--- src/rtl/hilo_muldiv.sv ---
// Execute-stage multiply/divide unit holding the architectural HI/LO registers.
// Multiplies settle in one extra cycle; divides run a 32-step restoring divider.
module hilo_muldiv (
  input  logic        clk,
  input  logic        reset,
  input  logic        start,
  input  logic        is_mult,
  input  logic        is_multu,
  input  logic        is_div,
  input  logic        is_divu,
  input  logic        hi_wen,
  input  logic        lo_wen,
  input  logic [31:0] src_a,
  input  logic [31:0] src_b,
  input  logic        flush,
  output logic        busy,
  output logic [31:0] product,
  output logic [31:0] hi,
  output logic [31:0] lo
);

  typedef enum logic [1:0] {IDLE, MUL, DIV} state_t;

  state_t      state_q, state_d;
  logic [4:0]  cnt_q, cnt_d;
  logic [63:0] prod_q, prod_d;
  logic [32:0] rem_q, rem_d;
  logic [31:0] quo_q, quo_d;
  logic [31:0] dvsr_q, dvsr_d;
  logic [31:0] hi_q, hi_d;
  logic [31:0] lo_q, lo_d;
  logic        sgn_q, sgn_d;
  logic        qneg_q, qneg_d;
  logic        rneg_q, rneg_d;

  logic        op_mul, op_div, last;
  logic [63:0] mul_a, mul_b;
  logic [32:0] rem_sh, diff, rem_nx;
  logic [31:0] quo_nx, q_fin, r_fin;

  assign op_mul  = is_mult | is_multu;
  assign op_div  = is_div | is_divu;
  assign last    = (state_q == MUL) | ((state_q == DIV) & (cnt_q == 5'd31));
  assign busy    = ((state_q == IDLE) & start & ~flush & (op_mul | op_div)) |
                   ((state_q != IDLE) & ~last & ~flush);
  assign product = prod_q[31:0];
  assign hi      = hi_q;
  assign lo      = lo_q;

  // One 64x64 multiplier serves both flavours; sign extension selects signed.
  assign mul_a = {{32{is_mult & src_a[31]}}, src_a};
  assign mul_b = {{32{is_mult & src_b[31]}}, src_b};

  // quo_q starts as the dividend and fills with quotient bits from the LSB.
  always_comb begin
    rem_sh = {rem_q[31:0], quo_q[31]};
    diff   = rem_sh - {1'b0, dvsr_q};
    rem_nx = diff[32] ? rem_sh : diff;
    quo_nx = {quo_q[30:0], ~diff[32]};
    q_fin  = (sgn_q & qneg_q) ? -quo_nx : quo_nx;
    r_fin  = (sgn_q & rneg_q) ? -rem_nx[31:0] : rem_nx[31:0];
  end

  always_comb begin
    state_d = state_q;
    cnt_d   = cnt_q;
    prod_d  = prod_q;
    rem_d   = rem_q;
    quo_d   = quo_q;
    dvsr_d  = dvsr_q;
    hi_d    = hi_q;
    lo_d    = lo_q;
    sgn_d   = sgn_q;
    qneg_d  = qneg_q;
    rneg_d  = rneg_q;
    case (state_q)
      IDLE: begin
        if (start & ~flush) begin
          if (op_mul) begin
            state_d = MUL;
            prod_d  = mul_a * mul_b;
          end else if (op_div) begin
            state_d = DIV;
            sgn_d   = is_div;
            qneg_d  = src_a[31] ^ src_b[31];
            rneg_d  = src_a[31];
            quo_d   = (is_div & src_a[31]) ? -src_a : src_a;
            dvsr_d  = (is_div & src_b[31]) ? -src_b : src_b;
            cnt_d   = '0;
            rem_d   = '0;
          end else begin
            if (hi_wen) hi_d = src_a;
            if (lo_wen) lo_d = src_a;
          end
        end
      end
      MUL: begin
        state_d = IDLE;
        hi_d    = prod_q[63:32];
        lo_d    = prod_q[31:0];
      end
      DIV: begin
        rem_d = rem_nx;
        quo_d = quo_nx;
        cnt_d = cnt_q + 5'd1;
        if (cnt_q == 5'd31) begin
          state_d = IDLE;
          lo_d    = q_fin;
          hi_d    = r_fin;
        end
      end
      default: state_d = IDLE;
    endcase
    if (flush) begin
      state_d = IDLE;
      cnt_d   = '0;
      hi_d    = hi_q;
      lo_d    = lo_q;
    end
  end

  always_ff @(posedge clk) begin
    if (reset) begin
      state_q <= IDLE;
      cnt_q   <= '0;
      prod_q  <= '0;
      rem_q   <= '0;
      quo_q   <= '0;
      dvsr_q  <= '0;
      hi_q    <= '0;
      lo_q    <= '0;
      sgn_q   <= 1'b0;
      qneg_q  <= 1'b0;
      rneg_q  <= 1'b0;
    end else begin
      state_q <= state_d;
      cnt_q   <= cnt_d;
      prod_q  <= prod_d;
      rem_q   <= rem_d;
      quo_q   <= quo_d;
      dvsr_q  <= dvsr_d;
      hi_q    <= hi_d;
      lo_q    <= lo_d;
      sgn_q   <= sgn_d;
      qneg_q  <= qneg_d;
      rneg_q  <= rneg_d;
    end
  end

endmodule

--- config.mk ---
export PLATFORM = sky130hd
export DESIGN_NAME = hilo_muldiv
export DESIGN_NICKNAME = d
export VERILOG_FILES = /design/src/rtl/hilo_muldiv.sv
export SDC_FILE = /design/constraint.sdc
export NUM_CORES = 2
export LEC_CHECK = 0
export CAP_MARGIN = 20
export CORE_ASPECT_RATIO = 0.9
export CORE_UTILIZATION = 59
export CTS_BUF_LIST = sky130_fd_sc_hd__clkbuf_4
export DETAILED_ROUTE_END_ITERATION = 8
export GPL_ROUTABILITY_DRIVEN = 0
export MAX_ROUTING_LAYER = met4
export PLACE_DENSITY = 0.78
export SYNTH_ARGS = -nofsm -noshare
export SYNTH_HDL_FRONTEND = slang
export SYNTH_SLANG_ARGS = --single-unit
--- constraint.sdc ---
create_clock -name clk -period 16.9 [get_ports clk]
set_input_delay 1.69 -clock clk [delete_from_list [all_inputs] [get_ports clk]]
set_output_delay 1.69 -clock clk [all_outputs]
set_load 0.02 [all_outputs]
======== Word-level counts from Yosys, hierarchy flattened ========
Cells that the tools add are included.
storage, ports and cells
  word-level logic and storage cells ...... 97
  input port bits ......................... 74
  flip-flop bits (word level) ............. 234
  output and inout bits ................... 97
operators by class
  multiply operators ...................... 1
  muxes and demuxes ....................... 34
  bitwise operators ....................... 23
  add/sub/neg operators ................... 6
  equal/unequal tests ..................... 11
  reduce and logical (&&, ||, !) cells .... 11
operators by type and width
  cell                                                              count
  32-bit 2-to-1 mux                                                 21
  32-bit case mux with 3 select lines                               2
  32-bit negation                                                   4
  32-bit case mux with 2 select lines                               2
  33-bit by 33-bit multiplier with 64-bit output                    1
  33-bit by 32-bit subtractor with 33-bit output                    1
  5-bit 2-to-1 mux                                                  3
  7-bit AND reduction                                               2
  1-bit AND                                                         13
  2-bit != test (second input constant)                             5
  5-bit case mux with 2 select lines                                1
  2-bit 2-to-1 mux                                                  4
  4-bit AND reduction                                               2
  3-bit AND reduction                                               2
  5-bit by 1-bit adder with 5-bit output (second input constant)    1
  5-bit == test (second input constant)                             1
  1-bit bitwise OR                                                  5
  2-bit by 1-bit != test with 1-bit output (second input constant)  2
  1-bit NOT                                                         4
  2-bit case mux with 2 select lines                                1
  2-bit nonzero test                                                2
  3-bit != test (second input constant)                             1
  3-bit nonzero test                                                1
  2-bit by 1-bit == test with 1-bit output (second input constant)  1
  4 further kinds                                                   4

======== Logic depth before layout (Yosys ltp) ========
  word-level depth ........................ 7
  depth in mapped cells ................... 32
  gate-level depth less buffers ........... 30

======== Least setup slack after synthesis ========
OpenSTA, ideal clock, no wires.
  path kind ............................... input-to-reg
  from .................................... input src_a[31]
  to ...................................... register prod_q[59]
  stages on the path ...................... 27
  arrival time ............................ 9.765 ns
  required time ........................... 16.794 ns
  slack ................................... 7.029 ns
  cell sequence ........................... clkbuf_1 > and2_1 > clkbuf_1 > nand2_1 > inv_1 > fa_1 > fa_1 > fa_1 > inv_1 > fa_1 > inv_1 > fa_1 > fa_1 > inv_1 > fa_1 > inv_1 > fa_1 > ha_1 > clkbuf_1 > a21oi_1 > o21ai_0 > a21o_1 > a21o_1 > a2111o_1 > a221oi_1 > o21ai_0 > o311ai_0
between the ends
  word-level cells in the longest chain between the ends .. 2
RTL lines
  what                                              line  source
  start: declaration                                13    input logic [31:0] src_a,
  1-bit AND                                         51    assign mul_a = {{32{is_mult & src_a[31]}}, src_a};
  33-bit by 33-bit multiplier with 64-bit output *  81    prod_d = mul_a * mul_b;
  end signal: assignment                            138   prod_q <= prod_d;
  end: declaration                                  26    logic [63:0] prod_q, prod_d;
Every way passes the cells marked *; elsewhere a longest branch is shown, timed or not.
A chain may end at the register's enable or synchronous reset.

======== Worst setup path in the final report ========
  from .................................... input is_mult
  to ...................................... register prod_q[59]
between the ends
  word-level cells in the longest chain between the ends .. 2
  elaborated cells between the ends (all ways) .. 5
  those cells by class .................... mul: 1; bitwise: 3; reduce/logical: 1
RTL lines
  what                                                                                          line  source
  start: declaration                                                                            7     input logic is_mult,
  1-bit AND (tied with other cells)                                                             51
  33-bit by 33-bit multiplier with 64-bit output / 3-bit AND reduction (equally long branches)  --
Several ways; a longest one is shown, not always the timed one.

==> flow_metrics.env <==
export IMPL_dr_pass1_iters=9
export IMPL_drtIter0Drc=5008
export IMPL_yosysWarningCount=0
export IMPL_syn_area_per_cell_um2=8.43
export IMPL_hold_buffers=0
export IMPL_fin_crit_sh_pct=66.3
export IMPL_avgViaCountPerCell=6.03
export IMPL_path_clk_slew_ns=0.06
export IMPL_setup_viol=0
export IMPL_die_y_um=286
export IMPL_finalNonFillerCells=7382
export IMPL_synth_ff_type="dfxtp_1"
export IMPL_max_freq_mhz=89.3
export IMPL_rows=103
export IMPL_final_nets=7617
export IMPL_status="complete, no violations"
export IMPL_avgRoutedWirePerCell_um=22.3
export IMPL_path_class="input port to flop"
export IMPL_grt_pass1_wl_um=259000
export IMPL_areaGrowthSynthToFinish_pct=5.37
export IMPL_drt_total_wl_um=165000
export IMPL_dpl_hpwl_um=120000
export IMPL_drv_cap=0
export IMPL_grt_start_max_net_pins=135
export IMPL_synthesis_area_mm2=0.0530
export IMPL_path_common_cell="fa_1"
export IMPL_period_minus_slack_ns=11.20
export IMPL_cp_slowest_stage_delay_ns=1.07
export IMPL_tightestPinTransition_ns=1.12
export IMPL_stdcell_area_mm2=0.0559
export IMPL_hp_class="flop to flop"
export IMPL_cts_tree="yes"
export IMPL_cts_buffer_depth=3
export IMPL_finalHoldViolCount=0
export IMPL_vias=44533
export IMPL_core_area_mm2=0.0884
export IMPL_grt_overflow=0
export IMPL_numPortBuffers=170
export IMPL_drc=0
export IMPL_h_tree_depth=3
export IMPL_grt_antenna_before_repair=12
export IMPL_clockRootBuffer="clkbuf_4"
export IMPL_startpoint_type="input port"
export IMPL_cts_sinks=234
export IMPL_syn_nets=7745
export IMPL_cp_arrival_ns=11.81
export IMPL_clk_latency_ns=0.73
export IMPL_cts_resized=0
export IMPL_die_area_mm2=0.0911
export IMPL_critPathMaxFanout=25
export IMPL_fin_skew_ns=0.0617
export IMPL_synthArstFlopShare_pct=0
export IMPL_die_x_um=318
export IMPL_relSlewSlack_pct=25.1
export IMPL_rsz0062_at_grt="false"
export IMPL_cp_required_ns=17.51
export IMPL_ys_types=82
export IMPL_cts_buffers=69
export IMPL_slew_viol_final=0
export IMPL_critical_path_slowest_cell="fa_1"
export IMPL_postCtsSetupRepairBufs=0
export IMPL_synth_seq_cells=234
export IMPL_grtUsageTotal_pct=38.0
export IMPL_tns_ns=0
export IMPL_dp_cells=7246
export IMPL_drive_gt1_share_pct=4.09
export IMPL_grt_pass1_vias=45801
export IMPL_synth_edff_count=0
export IMPL_endpoint_kind="flop"
export IMPL_seq_area_frac_synth_pct=8.83
export IMPL_drtAntennaViolNets=0
export IMPL_syn_inst=6291
export IMPL_io_pin_count=171
export IMPL_initial_utilization_pct=60.0
export IMPL_place_area_mm2=0.0550
## layout make-up
type | count | area, um^2
multi-input cells | 4458 | 42300
fillers | 7397 | 32500
flip-flops and latches | 234 | 4680
inverters | 1146 | 4300
repair buffers | 254 | 2280
well taps | 1155 | 1450
clock buffers | 96 | 721
clock inverters | 23 | 148
diodes | 16 | 40.0
## final timing paths
check                                              from  slack, ns  cells after the start                       to
worst min-delay path            prod_q[54]$_SDFFE_PP0P_       0.45                      2  prod_q[54]$_SDFFE_PP0P_
worst min register to register  prod_q[54]$_SDFFE_PP0P_       0.45                      2  prod_q[54]$_SDFFE_PP0P_
worst max-delay path                            is_mult       5.70                     26  prod_q[59]$_SDFFE_PP0P_
worst max register to register   quo_q[31]$_SDFFE_PP0P_      10.12                     24      hi[24]$_SDFFE_PP0P_
## cells by family after synthesis
kind of cell    after synthesis  synth area share (%)
simple gates               2063                  17.6
buf+inv                    1599                  11.6
fa+ha+maj                  1380                  48.5
compound gates              801                  9.88
flops                       234                  8.83
xor+xnor                    190                  3.14
mux                          24                 0.462
## critical path: cells and delay by family
family,cells,cell delay [ns]
AO/OA/AOI/OAI,8,2.27
AND/OR/NAND/NOR,2,0.96
adder cells (fa/ha/maj),9,5.20
buffers and inverters,7,1.67
## per-layer routing
layer / track usage [%] / wire length (um) / up-vias
li1: - / - / 19023
met1: 47.8 / 61800 / 21966
met2: 57.5 / 72600 / 2966
met3: 10.1 / 21300 / 578
met4: 17.8 / 9040 / 0
met5: - / 0 / -
## through the flow
stage | util, % | hold WS [ns] | setup WS [ns]
2_1_floorplan | - | 0.432 | 7.03
3_3_place_gp | 62.2 | 0.438 | 5.32
3_5_place_dp | 62.2 | 0.447 | 5.05
4_1_cts | 63.2 | 0.457 | 5.79
5_1_grt | 63.2 | 0.479 | 5.32
6_report | 63.2 | 0.453 | 5.70
## layout by cell type (no fill, tap or decap), drive strengths merged, types with 87 or more instances in the layout
master         Yosys  final
xor2              87     87
xnor2            103    103
and2             359    359
clkbuf           351     96
buf              102     99
o21ai            122    122
ha               254    254
dfxtp            234    234
nand2           1088   1088
clkdlybuf4s50      0    155
fa              1126   1126
nor2             311    311
inv             1145   1145
a21oi            310    310
## sequential cells by signal (all words and copies together), names as in the netlist, 2 cells and up
signal and cells:
lo 32, cnt_q 5, quo_q 32, state_q 2
prod_q 64, dvsr_q 32, rem_q 32, hi 32
## synthesized netlist by cell type, types with 25 or more instances
library cell	number	area share, %
a21o_1	52	0.74
inv_1	1145	8.1
fa_1	1126	42
nor3_1	53	0.50
buf_4	32	0.45
a31oi_1	30	0.35
xor2_1	87	1.4
o21a_1	25	0.35
xnor2_1	103	1.7
nor2_1	311	2.2
and2_1	358	4.2
o21ai_0	113	1.1
a211oi_1	44	0.62
nand3_1	52	0.49
buf_1	60	0.42
and3_1	38	0.45
dfxtp_1	234	8.8
nand2_1	1088	7.7
a21oi_1	308	2.9
ha_1	254	6.0
or3_1	35	0.41
a311oi_1	29	0.48
clkbuf_1	350	2.5
Power is left out: the tool's default activity adds up to more than one toggle a clock period on the data nets, which glitch-free logic cannot reach.
